==> config.mk <==
export PLATFORM = sky130hd
export DESIGN_NAME = light_uart_port_flat
export DESIGN_NICKNAME = d
export VERILOG_FILES = /design/src/rtl/light_uart_port_if.sv /design/src/rtl/light_uart_port.sv /design/src/flat_wrapper.sv
export SDC_FILE = /design/constraint.sdc
export NUM_CORES = 1
export LEC_CHECK = 0
export ABC_CLOCK_PERIOD_IN_PS = 7000
export CAP_MARGIN = 30
export CORE_MARGIN = 3
export CORE_UTILIZATION = 45
export DETAILED_ROUTE_END_ITERATION = 8
export PLACE_DENSITY = 0.59
export SYNTH_ARGS = -nofsm -noshare
export SYNTH_HDL_FRONTEND = slang
export SYNTH_HIERARCHICAL = 1
export SYNTH_SLANG_ARGS = --single-unit
==> constraint.sdc <==
create_clock -name clk -period 7 [get_ports clk]
set_clock_uncertainty 0.05 [all_clocks]
set_input_delay 1.4 -clock clk [delete_from_list [all_inputs] [get_ports clk]]
set_output_delay 1.4 -clock clk [all_outputs]
set_load 0.03 [all_outputs]
==> src/rtl/light_uart_port_if.sv <==
// rtl/light_uart_port_if.sv - host-side TX/RX byte stream bundle of one UART port.
// master = host (pushes TX bytes, pops RX entries); slave = the UART port.
interface light_uart_port_if #(
  parameter int DATA_BITS = 8
);
  logic [DATA_BITS-1:0] tx_data;
  logic                 tx_valid;
  logic                 tx_ready;
  logic [DATA_BITS-1:0] rx_data;
  logic                 rx_perr;
  logic                 rx_ferr;
  logic                 rx_valid;
  logic                 rx_ready;

  modport master (
    output tx_data, tx_valid, rx_ready,
    input  tx_ready, rx_data, rx_perr, rx_ferr, rx_valid
  );

  modport slave (
    input  tx_data, tx_valid, rx_ready,
    output tx_ready, rx_data, rx_perr, rx_ferr, rx_valid
  );
endinterface

==> src/rtl/light_uart_port.sv <==
// rtl/light_uart_port.sv - UART port with TX/RX FIFOs, runtime divisor and configurable frame.
// Optional CTS/RTS flow control is built when LIGHT_UART_PORT_FLOWCTL_EN is defined.
module light_uart_port_fifo #(
  parameter int WIDTH = 8,
  parameter int DEPTH = 16
) (
  input  logic                     clk,
  input  logic                     rst_n,
  input  logic                     push,
  input  logic [WIDTH-1:0]         push_data,
  input  logic                     pop,
  output logic [WIDTH-1:0]         head,
  output logic                     full,
  output logic                     empty,
  output logic [$clog2(DEPTH):0]   level
);
  localparam int AW = $clog2(DEPTH);

  logic [WIDTH-1:0] mem [DEPTH];
  logic [AW-1:0]    wr_ptr;
  logic [AW-1:0]    rd_ptr;
  logic             do_push;
  logic             do_pop;

  assign empty   = (level == '0);
  assign full    = (level == (AW+1)'(DEPTH));
  assign do_pop  = pop && !empty;
  // A full FIFO still takes a push when the head leaves in the same cycle.
  assign do_push = push && (!full || do_pop);
  assign head    = mem[rd_ptr];

  always_ff @(posedge clk or negedge rst_n) begin
    if (!rst_n) begin
      for (int i = 0; i < DEPTH; i++) mem[i] <= '0;
      wr_ptr <= '0;
      rd_ptr <= '0;
      level  <= '0;
    end else begin
      if (do_push) begin
        mem[wr_ptr] <= push_data;
        wr_ptr      <= wr_ptr + 1'b1;
      end
      if (do_pop) rd_ptr <= rd_ptr + 1'b1;
      case ({do_push, do_pop})
        2'b10:   level <= level + 1'b1;
        2'b01:   level <= level - 1'b1;
        default: level <= level;
      endcase
    end
  end
endmodule

module light_uart_port #(
  parameter int DATA_BITS  = 8,
  parameter int STOP_BITS  = 1,
  parameter int FIFO_DEPTH = 16,
  parameter int RTS_LEVEL  = 12
) (
  input  logic                  clk,
  input  logic                  rst_n,
  light_uart_port_if.slave      host,
  input  logic [31:0]           dbr,
  input  logic                  parity_en,
  input  logic                  parity_odd,
  output logic                  rx_overrun,
  output logic                  tx_busy,
  input  logic                  rxd,
  input  logic                  cts,
  output logic                  txd,
  output logic                  rts
);
  localparam int BW = $clog2(DATA_BITS);
  localparam int LW = $clog2(FIFO_DEPTH) + 1;

  typedef enum logic [2:0] {S_IDLE, S_START, S_DATA, S_PARITY, S_STOP} uart_state_t;

  logic [35:0] p_cur;
  assign p_cur = {(dbr == 32'd0) ? 32'd1 : dbr, 4'b0000};

  // FIFOs
  logic                 tx_pop, tx_full, tx_empty;
  logic [DATA_BITS-1:0] tx_head;
  logic [LW-1:0]        tx_level;
  logic                 rx_push, rx_full, rx_empty, rx_do_pop;
  logic [DATA_BITS+1:0] rx_push_data, rx_head;
  logic [LW-1:0]        rx_level;

  light_uart_port_fifo #(.WIDTH(DATA_BITS), .DEPTH(FIFO_DEPTH)) u_tx_fifo (
    .clk(clk), .rst_n(rst_n), .push(host.tx_valid && host.tx_ready), .push_data(host.tx_data),
    .pop(tx_pop), .head(tx_head), .full(tx_full), .empty(tx_empty), .level(tx_level)
  );

  light_uart_port_fifo #(.WIDTH(DATA_BITS+2), .DEPTH(FIFO_DEPTH)) u_rx_fifo (
    .clk(clk), .rst_n(rst_n), .push(rx_push), .push_data(rx_push_data),
    .pop(host.rx_ready), .head(rx_head), .full(rx_full), .empty(rx_empty), .level(rx_level)
  );

  assign host.tx_ready = !tx_full;
  assign host.rx_valid = !rx_empty;
  assign host.rx_data  = rx_head[DATA_BITS-1:0];
  assign host.rx_ferr  = rx_head[DATA_BITS];
  assign host.rx_perr  = rx_head[DATA_BITS+1];
  assign rx_do_pop     = host.rx_ready && !rx_empty;

  logic unused_tx_level;
  assign unused_tx_level = ^tx_level;

  // Flow control
  logic cts_ok;
  logic rx_high;
  assign rx_high = int'(rx_level) >= RTS_LEVEL;
`ifdef LIGHT_UART_PORT_FLOWCTL_EN
  logic cts_s1, cts_s2;
  always_ff @(posedge clk or negedge rst_n) begin
    if (!rst_n) begin
      cts_s1 <= 1'b1;
      cts_s2 <= 1'b1;
    end else begin
      cts_s1 <= cts;
      cts_s2 <= cts_s1;
    end
  end
  assign cts_ok = !cts_s2;
  assign rts    = rx_high;
`else
  logic unused_flow;
  assign unused_flow = cts ^ rx_high;
  assign cts_ok      = 1'b1;
  assign rts         = 1'b0;
`endif

  // TX FSM
  uart_state_t          tx_state, tx_state_n;
  logic [35:0]          tx_cnt, tx_cnt_n, tx_p, tx_p_n;
  logic [BW-1:0]        tx_bit, tx_bit_n;
  logic [DATA_BITS-1:0] tx_sh, tx_sh_n;
  logic                 tx_par_en, tx_par_en_n, tx_par_bit, tx_par_bit_n, tx_stop, tx_stop_n;
  logic                 tx_bit_end, tx_load;

  assign tx_bit_end = (tx_cnt == tx_p - 36'd1);
  assign tx_busy    = (tx_state != S_IDLE) || !tx_empty;

  always_ff @(posedge clk or negedge rst_n) begin
    if (!rst_n) begin
      tx_state   <= S_IDLE;
      tx_cnt     <= '0;
      tx_p       <= '0;
      tx_bit     <= '0;
      tx_sh      <= '0;
      tx_par_en  <= 1'b0;
      tx_par_bit <= 1'b0;
      tx_stop    <= 1'b0;
    end else begin
      tx_state   <= tx_state_n;
      tx_cnt     <= tx_cnt_n;
      tx_p       <= tx_p_n;
      tx_bit     <= tx_bit_n;
      tx_sh      <= tx_sh_n;
      tx_par_en  <= tx_par_en_n;
      tx_par_bit <= tx_par_bit_n;
      tx_stop    <= tx_stop_n;
    end
  end

  always_comb begin
    tx_state_n   = tx_state;
    tx_cnt_n     = tx_cnt + 36'd1;
    tx_p_n       = tx_p;
    tx_bit_n     = tx_bit;
    tx_sh_n      = tx_sh;
    tx_par_en_n  = tx_par_en;
    tx_par_bit_n = tx_par_bit;
    tx_stop_n    = tx_stop;
    tx_load      = 1'b0;
    tx_pop       = 1'b0;
    txd          = 1'b1;
    case (tx_state)
      S_IDLE: begin
        tx_cnt_n = '0;
        tx_load  = !tx_empty && cts_ok;
      end
      S_START: begin
        txd = 1'b0;
        if (tx_bit_end) begin
          tx_cnt_n   = '0;
          tx_bit_n   = '0;
          tx_state_n = S_DATA;
        end
      end
      S_DATA: begin
        txd = tx_sh[0];
        if (tx_bit_end) begin
          tx_cnt_n = '0;
          tx_sh_n  = tx_sh >> 1;
          if (tx_bit == BW'(DATA_BITS-1)) begin
            tx_stop_n  = 1'b0;
            tx_state_n = tx_par_en ? S_PARITY : S_STOP;
          end else begin
            tx_bit_n = tx_bit + 1'b1;
          end
        end
      end
      S_PARITY: begin
        txd = tx_par_bit;
        if (tx_bit_end) begin
          tx_cnt_n   = '0;
          tx_stop_n  = 1'b0;
          tx_state_n = S_STOP;
        end
      end
      S_STOP: begin
        if (tx_bit_end) begin
          tx_cnt_n = '0;
          if ((STOP_BITS == 1) || tx_stop) begin
            // Chain straight into the next start bit so queued frames have no idle gap.
            tx_load    = !tx_empty && cts_ok;
            tx_state_n = S_IDLE;
          end else begin
            tx_stop_n = 1'b1;
          end
        end
      end
      default: tx_state_n = S_IDLE;
    endcase
    if (tx_load) begin
      tx_state_n   = S_START;
      tx_cnt_n     = '0;
      tx_pop       = 1'b1;
      tx_sh_n      = tx_head;
      tx_p_n       = p_cur;
      tx_par_en_n  = parity_en;
      tx_par_bit_n = (^tx_head) ^ parity_odd;
    end
  end

  // RX FSM
  uart_state_t          rx_state, rx_state_n;
  logic                 rxd_s1, rxd_s2, rxd_s3;
  logic [35:0]          rx_cnt, rx_cnt_n, rx_p, rx_p_n;
  logic [BW-1:0]        rx_bit, rx_bit_n;
  logic [DATA_BITS-1:0] rx_sh, rx_sh_n;
  logic                 rx_par_en, rx_par_en_n, rx_par_odd, rx_par_odd_n, rx_perr, rx_perr_n;
  logic                 rx_bit_end, rx_ferr;

  assign rx_bit_end   = (rx_cnt == rx_p - 36'd1);
  assign rx_push_data = {rx_perr, rx_ferr, rx_sh};

  always_ff @(posedge clk or negedge rst_n) begin
    if (!rst_n) begin
      rxd_s1     <= 1'b1;
      rxd_s2     <= 1'b1;
      rxd_s3     <= 1'b1;
      rx_state   <= S_IDLE;
      rx_cnt     <= '0;
      rx_p       <= '0;
      rx_bit     <= '0;
      rx_sh      <= '0;
      rx_par_en  <= 1'b0;
      rx_par_odd <= 1'b0;
      rx_perr    <= 1'b0;
      rx_overrun <= 1'b0;
    end else begin
      rxd_s1     <= rxd;
      rxd_s2     <= rxd_s1;
      rxd_s3     <= rxd_s2;
      rx_state   <= rx_state_n;
      rx_cnt     <= rx_cnt_n;
      rx_p       <= rx_p_n;
      rx_bit     <= rx_bit_n;
      rx_sh      <= rx_sh_n;
      rx_par_en  <= rx_par_en_n;
      rx_par_odd <= rx_par_odd_n;
      rx_perr    <= rx_perr_n;
      rx_overrun <= rx_push && rx_full && !rx_do_pop;
    end
  end

  always_comb begin
    rx_state_n   = rx_state;
    rx_cnt_n     = rx_cnt + 36'd1;
    rx_p_n       = rx_p;
    rx_bit_n     = rx_bit;
    rx_sh_n      = rx_sh;
    rx_par_en_n  = rx_par_en;
    rx_par_odd_n = rx_par_odd;
    rx_perr_n    = rx_perr;
    rx_push      = 1'b0;
    rx_ferr      = 1'b0;
    case (rx_state)
      S_IDLE: begin
        rx_cnt_n = '0;
        if (rxd_s3 && !rxd_s2) begin
          rx_state_n   = S_START;
          rx_p_n       = p_cur;
          rx_par_en_n  = parity_en;
          rx_par_odd_n = parity_odd;
          rx_perr_n    = 1'b0;
        end
      end
      S_START: begin
        // Half a period in: a high line here was a glitch, not a start bit.
        if (rx_cnt == {1'b0, rx_p[35:1]} - 36'd1) begin
          rx_cnt_n   = '0;
          rx_bit_n   = '0;
          rx_state_n = rxd_s2 ? S_IDLE : S_DATA;
        end
      end
      S_DATA: begin
        if (rx_bit_end) begin
          rx_cnt_n = '0;
          rx_sh_n  = {rxd_s2, rx_sh[DATA_BITS-1:1]};
          if (rx_bit == BW'(DATA_BITS-1)) rx_state_n = rx_par_en ? S_PARITY : S_STOP;
          else                            rx_bit_n   = rx_bit + 1'b1;
        end
      end
      S_PARITY: begin
        if (rx_bit_end) begin
          rx_cnt_n   = '0;
          rx_perr_n  = rxd_s2 ^ (^rx_sh) ^ rx_par_odd;
          rx_state_n = S_STOP;
        end
      end
      S_STOP: begin
        if (rx_bit_end) begin
          rx_ferr    = !rxd_s2;
          rx_push    = 1'b1;
          rx_state_n = S_IDLE;
        end
      end
      default: rx_state_n = S_IDLE;
    endcase
  end
endmodule
==> src/flat_wrapper.sv <==
// flat-port wrapper written by rule: the top's interface ports become plain ports
module light_uart_port_flat 
#(
  parameter int DATA_BITS  = 8,
  parameter int STOP_BITS  = 1,
  parameter int FIFO_DEPTH = 16,
  parameter int RTS_LEVEL  = 12
)
  (clk, rst_n, dbr, parity_en, parity_odd, rx_overrun, tx_busy, rxd, cts, txd, rts, host_tx_data, host_tx_valid, host_rx_ready, host_tx_ready, host_rx_data, host_rx_perr, host_rx_ferr, host_rx_valid);
  light_uart_port_if #(.DATA_BITS(DATA_BITS)) host_i ();
  input  logic clk;
  input  logic rst_n;
  input  logic [31:0] dbr;
  input  logic parity_en;
  input  logic parity_odd;
  output logic rx_overrun;
  output logic tx_busy;
  input  logic rxd;
  input  logic cts;
  output logic txd;
  output logic rts;
  input wire logic [$bits(host_i.tx_data)-1:0] host_tx_data;
  input wire logic [$bits(host_i.tx_valid)-1:0] host_tx_valid;
  input wire logic [$bits(host_i.rx_ready)-1:0] host_rx_ready;
  output wire logic [$bits(host_i.tx_ready)-1:0] host_tx_ready;
  output wire logic [$bits(host_i.rx_data)-1:0] host_rx_data;
  output wire logic [$bits(host_i.rx_perr)-1:0] host_rx_perr;
  output wire logic [$bits(host_i.rx_ferr)-1:0] host_rx_ferr;
  output wire logic [$bits(host_i.rx_valid)-1:0] host_rx_valid;
  assign host_i.tx_data = host_tx_data;
  assign host_i.tx_valid = host_tx_valid;
  assign host_i.rx_ready = host_rx_ready;
  assign host_tx_ready = host_i.tx_ready;
  assign host_rx_data = host_i.rx_data;
  assign host_rx_perr = host_i.rx_perr;
  assign host_rx_ferr = host_i.rx_ferr;
  assign host_rx_valid = host_i.rx_valid;
  light_uart_port #(.DATA_BITS(DATA_BITS), .STOP_BITS(STOP_BITS), .FIFO_DEPTH(FIFO_DEPTH), .RTS_LEVEL(RTS_LEVEL)) u_core (.clk(clk), .rst_n(rst_n), .host(host_i), .dbr(dbr), .parity_en(parity_en), .parity_odd(parity_odd), .rx_overrun(rx_overrun), .tx_busy(tx_busy), .rxd(rxd), .cts(cts), .txd(txd), .rts(rts));
endmodule
==> impl_metrics.tcl <==
set metrics [dict create \
    worst-path-buf-inv 1 \
    firstDrtPassIters 7 \
    rsz0062_at_grt "false" \
    synth_fa_ha_area_frac 0.0139 \
    cp_top_family "simple AND/OR/NAND/NOR gates" \
    synth-xor-area-share 0.0741 \
    arrival_ns 6.68 \
    crit_path_end_kind "register" \
    final_common_cell "dfrtp_1" \
    multi_input_area_sq_um 13800 \
    num_antenna_cells 0 \
    cts-buffers-inserted 53 \
    postLayoutCoreUtil 0.513 \
    netlist_instances 2210 \
    core_sq_um 58400 \
    cp_max_fo 11 \
    ant_nets 0 \
    worst_setup_path_start_kind "register" \
    dieArea_sq_um 62700 \
    hold_violations 0 \
    cpMostUsedCell "nor3_1" \
    portBuffers 61 \
    max_clock_freq_ghz 0.161 \
    drc 0 \
    tritoncts "built" \
    path_clk_slew_ns 0.06 \
    viasPerCell 5.79 \
    period_needed_ns 6.22 \
    syn_area_per_cell_sq_um 12.2 \
    slew_viol_final 0 \
    drt-initial-drc-count 1130 \
    drv_cap 0 \
    status "finished clean" \
    htreeDepth 2 \
    numClockSinks 487 \
    tns_ns 0 \
    synth_flop_cell "dfrtp_1" \
    routedWlPerCell_um 21.5 \
    fin_cells 3017 \
    n_fill_cell 5066 \
    fp.dieW_um 250 \
    cts_resized 0 \
    cts_hold_buffers 0 \
    register_area_sq_um 12200 \
    gr-total-overflow 0 \
    final_nets 2285 \
    clockBufferDepth 3 \
    cts_root_buf "clkbuf_16" \
    ys_types 92 \
    grt_pass1_vias 18200 \
    synth_area_sq_um 26900 \
    antenna_found_initial 0 \
    io_pins 64 \
    track_usage 0.207 \
    critPathSlowestCell "nor3_1" \
    fin_crit_sh 0.888 \
    power_density_nw_per_um2 292 \
    cts_setup_buffers 0 \
    min_path_type "register to register" \
    synth-compound-area-share 0.0539 \
    synth_top_family_by_area "multiplexers" \
    path_cells "nor3_1 > nand4_1 > nor3_1 > or3b_2 > o2111ai_1 > nor4_1 > nand3_1 > buf_4 > nor2_1 > or2b_2 > ha_1 > fa_1 > a21oi_1 > o21ai_0 > o311ai_0" \
    cpPeakStageDelay_ns 0.74 \
    p_sw_w 0.00256 \
    p_sw_frac 0.293 \
    synth.ff_latch_count 487 \
    synth_edf_count 0 \
    p_leak_nw 12.7 \
    p_int_w 0.00618 \
    hpwlAfterDp_mm 44.1 \
    worstSetupPathType "register to register" \
    place_congestion 0.884 \
    drive_gt1_frac 0.278 \
    cp.required_ns 7.46 \
    postSynth.asyncResetShare 1.00 \
    maxSlewHeadroom 0.302 \
    final_cell_mix "dfrtp_1 (481), mux2_2 (259), nor2_1 (133)" \
    area_growth_pct 11.3 \
    fp-row-count 88 \
    power_frac_seq 0.433 \
    yosys_warnings 6 \
    tightest_slew_ns 1.05 \
    yosys.area_share.simple 0.134 \
    dp_cells 2919 \
    p_comb_frac 0.227 \
    ys_seq_area_frac 0.453 \
    insertion_delay_ns 0.62 \
    num_vias 17500 \
    drt_wl_total_mm 64.9 \
    finalPower_w 0.00873 \
    synthMuxAreaShare 0.238 \
    grt_pass1_wl_mm 105 \
    grt_max_degree 129 \
    chipHeight_um 250 \
    pre_cts_slack_ns 0.905 \
    power.share.clock 0.340 \
    setup_violations 0 \
    setup_slack_ns 0.784 \
    synth_nets 2285 \
    vdd_drop_max_v 0.000219 \
    start_util 0.461 \
]
path summary, 6_finish.rpt:
kind                            cells past startpoint           start  slack [ns]                   endpoint
max in group asynchronous                           2           rst_n        5.02          u_core/tx_cnt[19]
worst min-delay path                                0   u_core/rxd_s1        0.35              u_core/rxd_s2
worst min register to register                      0   u_core/rxd_s1        0.35              u_core/rxd_s2
min in group asynchronous                           1           rst_n        0.68          u_core/tx_cnt[33]
worst max register to register                     15  u_core/rx_p[7]        0.78  u_core/u_rx_fifo/level[4]
worst max-delay path                               15  u_core/rx_p[7]        0.78  u_core/u_rx_fifo/level[4]
registers in the layout, indices dropped and copies added (netlist names), 3 cells and up:
name / flops
u_core/u_tx_fifo/mem: 128
u_core/u_rx_fifo/wr_ptr: 4
u_core/u_tx_fifo/wr_ptr: 4
u_core/tx_p: 32
u_core/rx_cnt: 36
u_core/u_tx_fifo/rd_ptr: 4
u_core/rx_p: 32
u_core/tx_state: 3
u_core/u_rx_fifo/rd_ptr: 4
u_core/tx_sh: 8
u_core/u_rx_fifo/mem: 160
u_core/rx_bit: 3
u_core/u_rx_fifo/level: 5
u_core/u_tx_fifo/level: 5
u_core/rx_state: 3
u_core/tx_cnt: 36
u_core/tx_bit: 3
u_core/rx_sh: 8
logic make-up after synthesis:
family,count (synthesis)
simple gates,626
flops,487
mux,460
xor+xnor,215
compound gates,204
buf+inv,188
fa+ha+maj,29
other cells,1
through the flow:
step	hold slack [ns]	instance area [sq um]
6_report	0.345	29900
5_1_grt	0.346	29900
4_1_cts	0.348	29900
3_5_place_dp	0.339	28000
3_3_place_gp	0.331	28000
2_1_floorplan	0.295	26900
power by group through the flow:
stage / combinational [W] / clock [W] / sequential (W)
floorplan: 0.00167 / 0 / 0.00360
global placement: 0.00193 / 0 / 0.00378
detailed placement: 0.00198 / 0 / 0.00382
CTS: 0.00199 / 0.00307 / 0.00377
global route: 0.00216 / 0.00319 / 0.00385
finish: 0.00198 / 0.00297 / 0.00378
cells in the mapped netlist (all sizes together), types with 37 or more instances:
cell      n  area share
dfrtp   484        0.45
nor2    142       0.021
mux2    375        0.17
o21ai    39      0.0077
buf      46       0.012
a22oi    37       0.010
inv      47      0.0066
nor3     58       0.016
nand2   117       0.017
nand3    52       0.012
xor2     83       0.027
xnor2   124       0.040
clkbuf   95       0.013
nor4     59       0.017
mux4     72       0.060
area by class of cell:
class                      instances  share of cell area
clock buffer                      70              0.0501
clock inverter                    27              0.0129
inverter                          47             0.00590
multi-input combinational       1535               0.463
sequential                       487               0.408
tap                              765              0.0320
timing repair buffer              86              0.0288
per-layer routing:
| layer | GRT usage | part of all wire | wire (um) |
|---|---|---|---|
| met1 | 0.289 | 0.46 | 29700 |
| met4 | 0.0541 | 0.020 | 1310 |
| met5 | 0 | 0 | 0 |
| met3 | 0.0284 | 0.040 | 2610 |
| met2 | 0.341 | 0.48 | 31200 |
No activity file was read; power rests on OpenSTA's default activity.
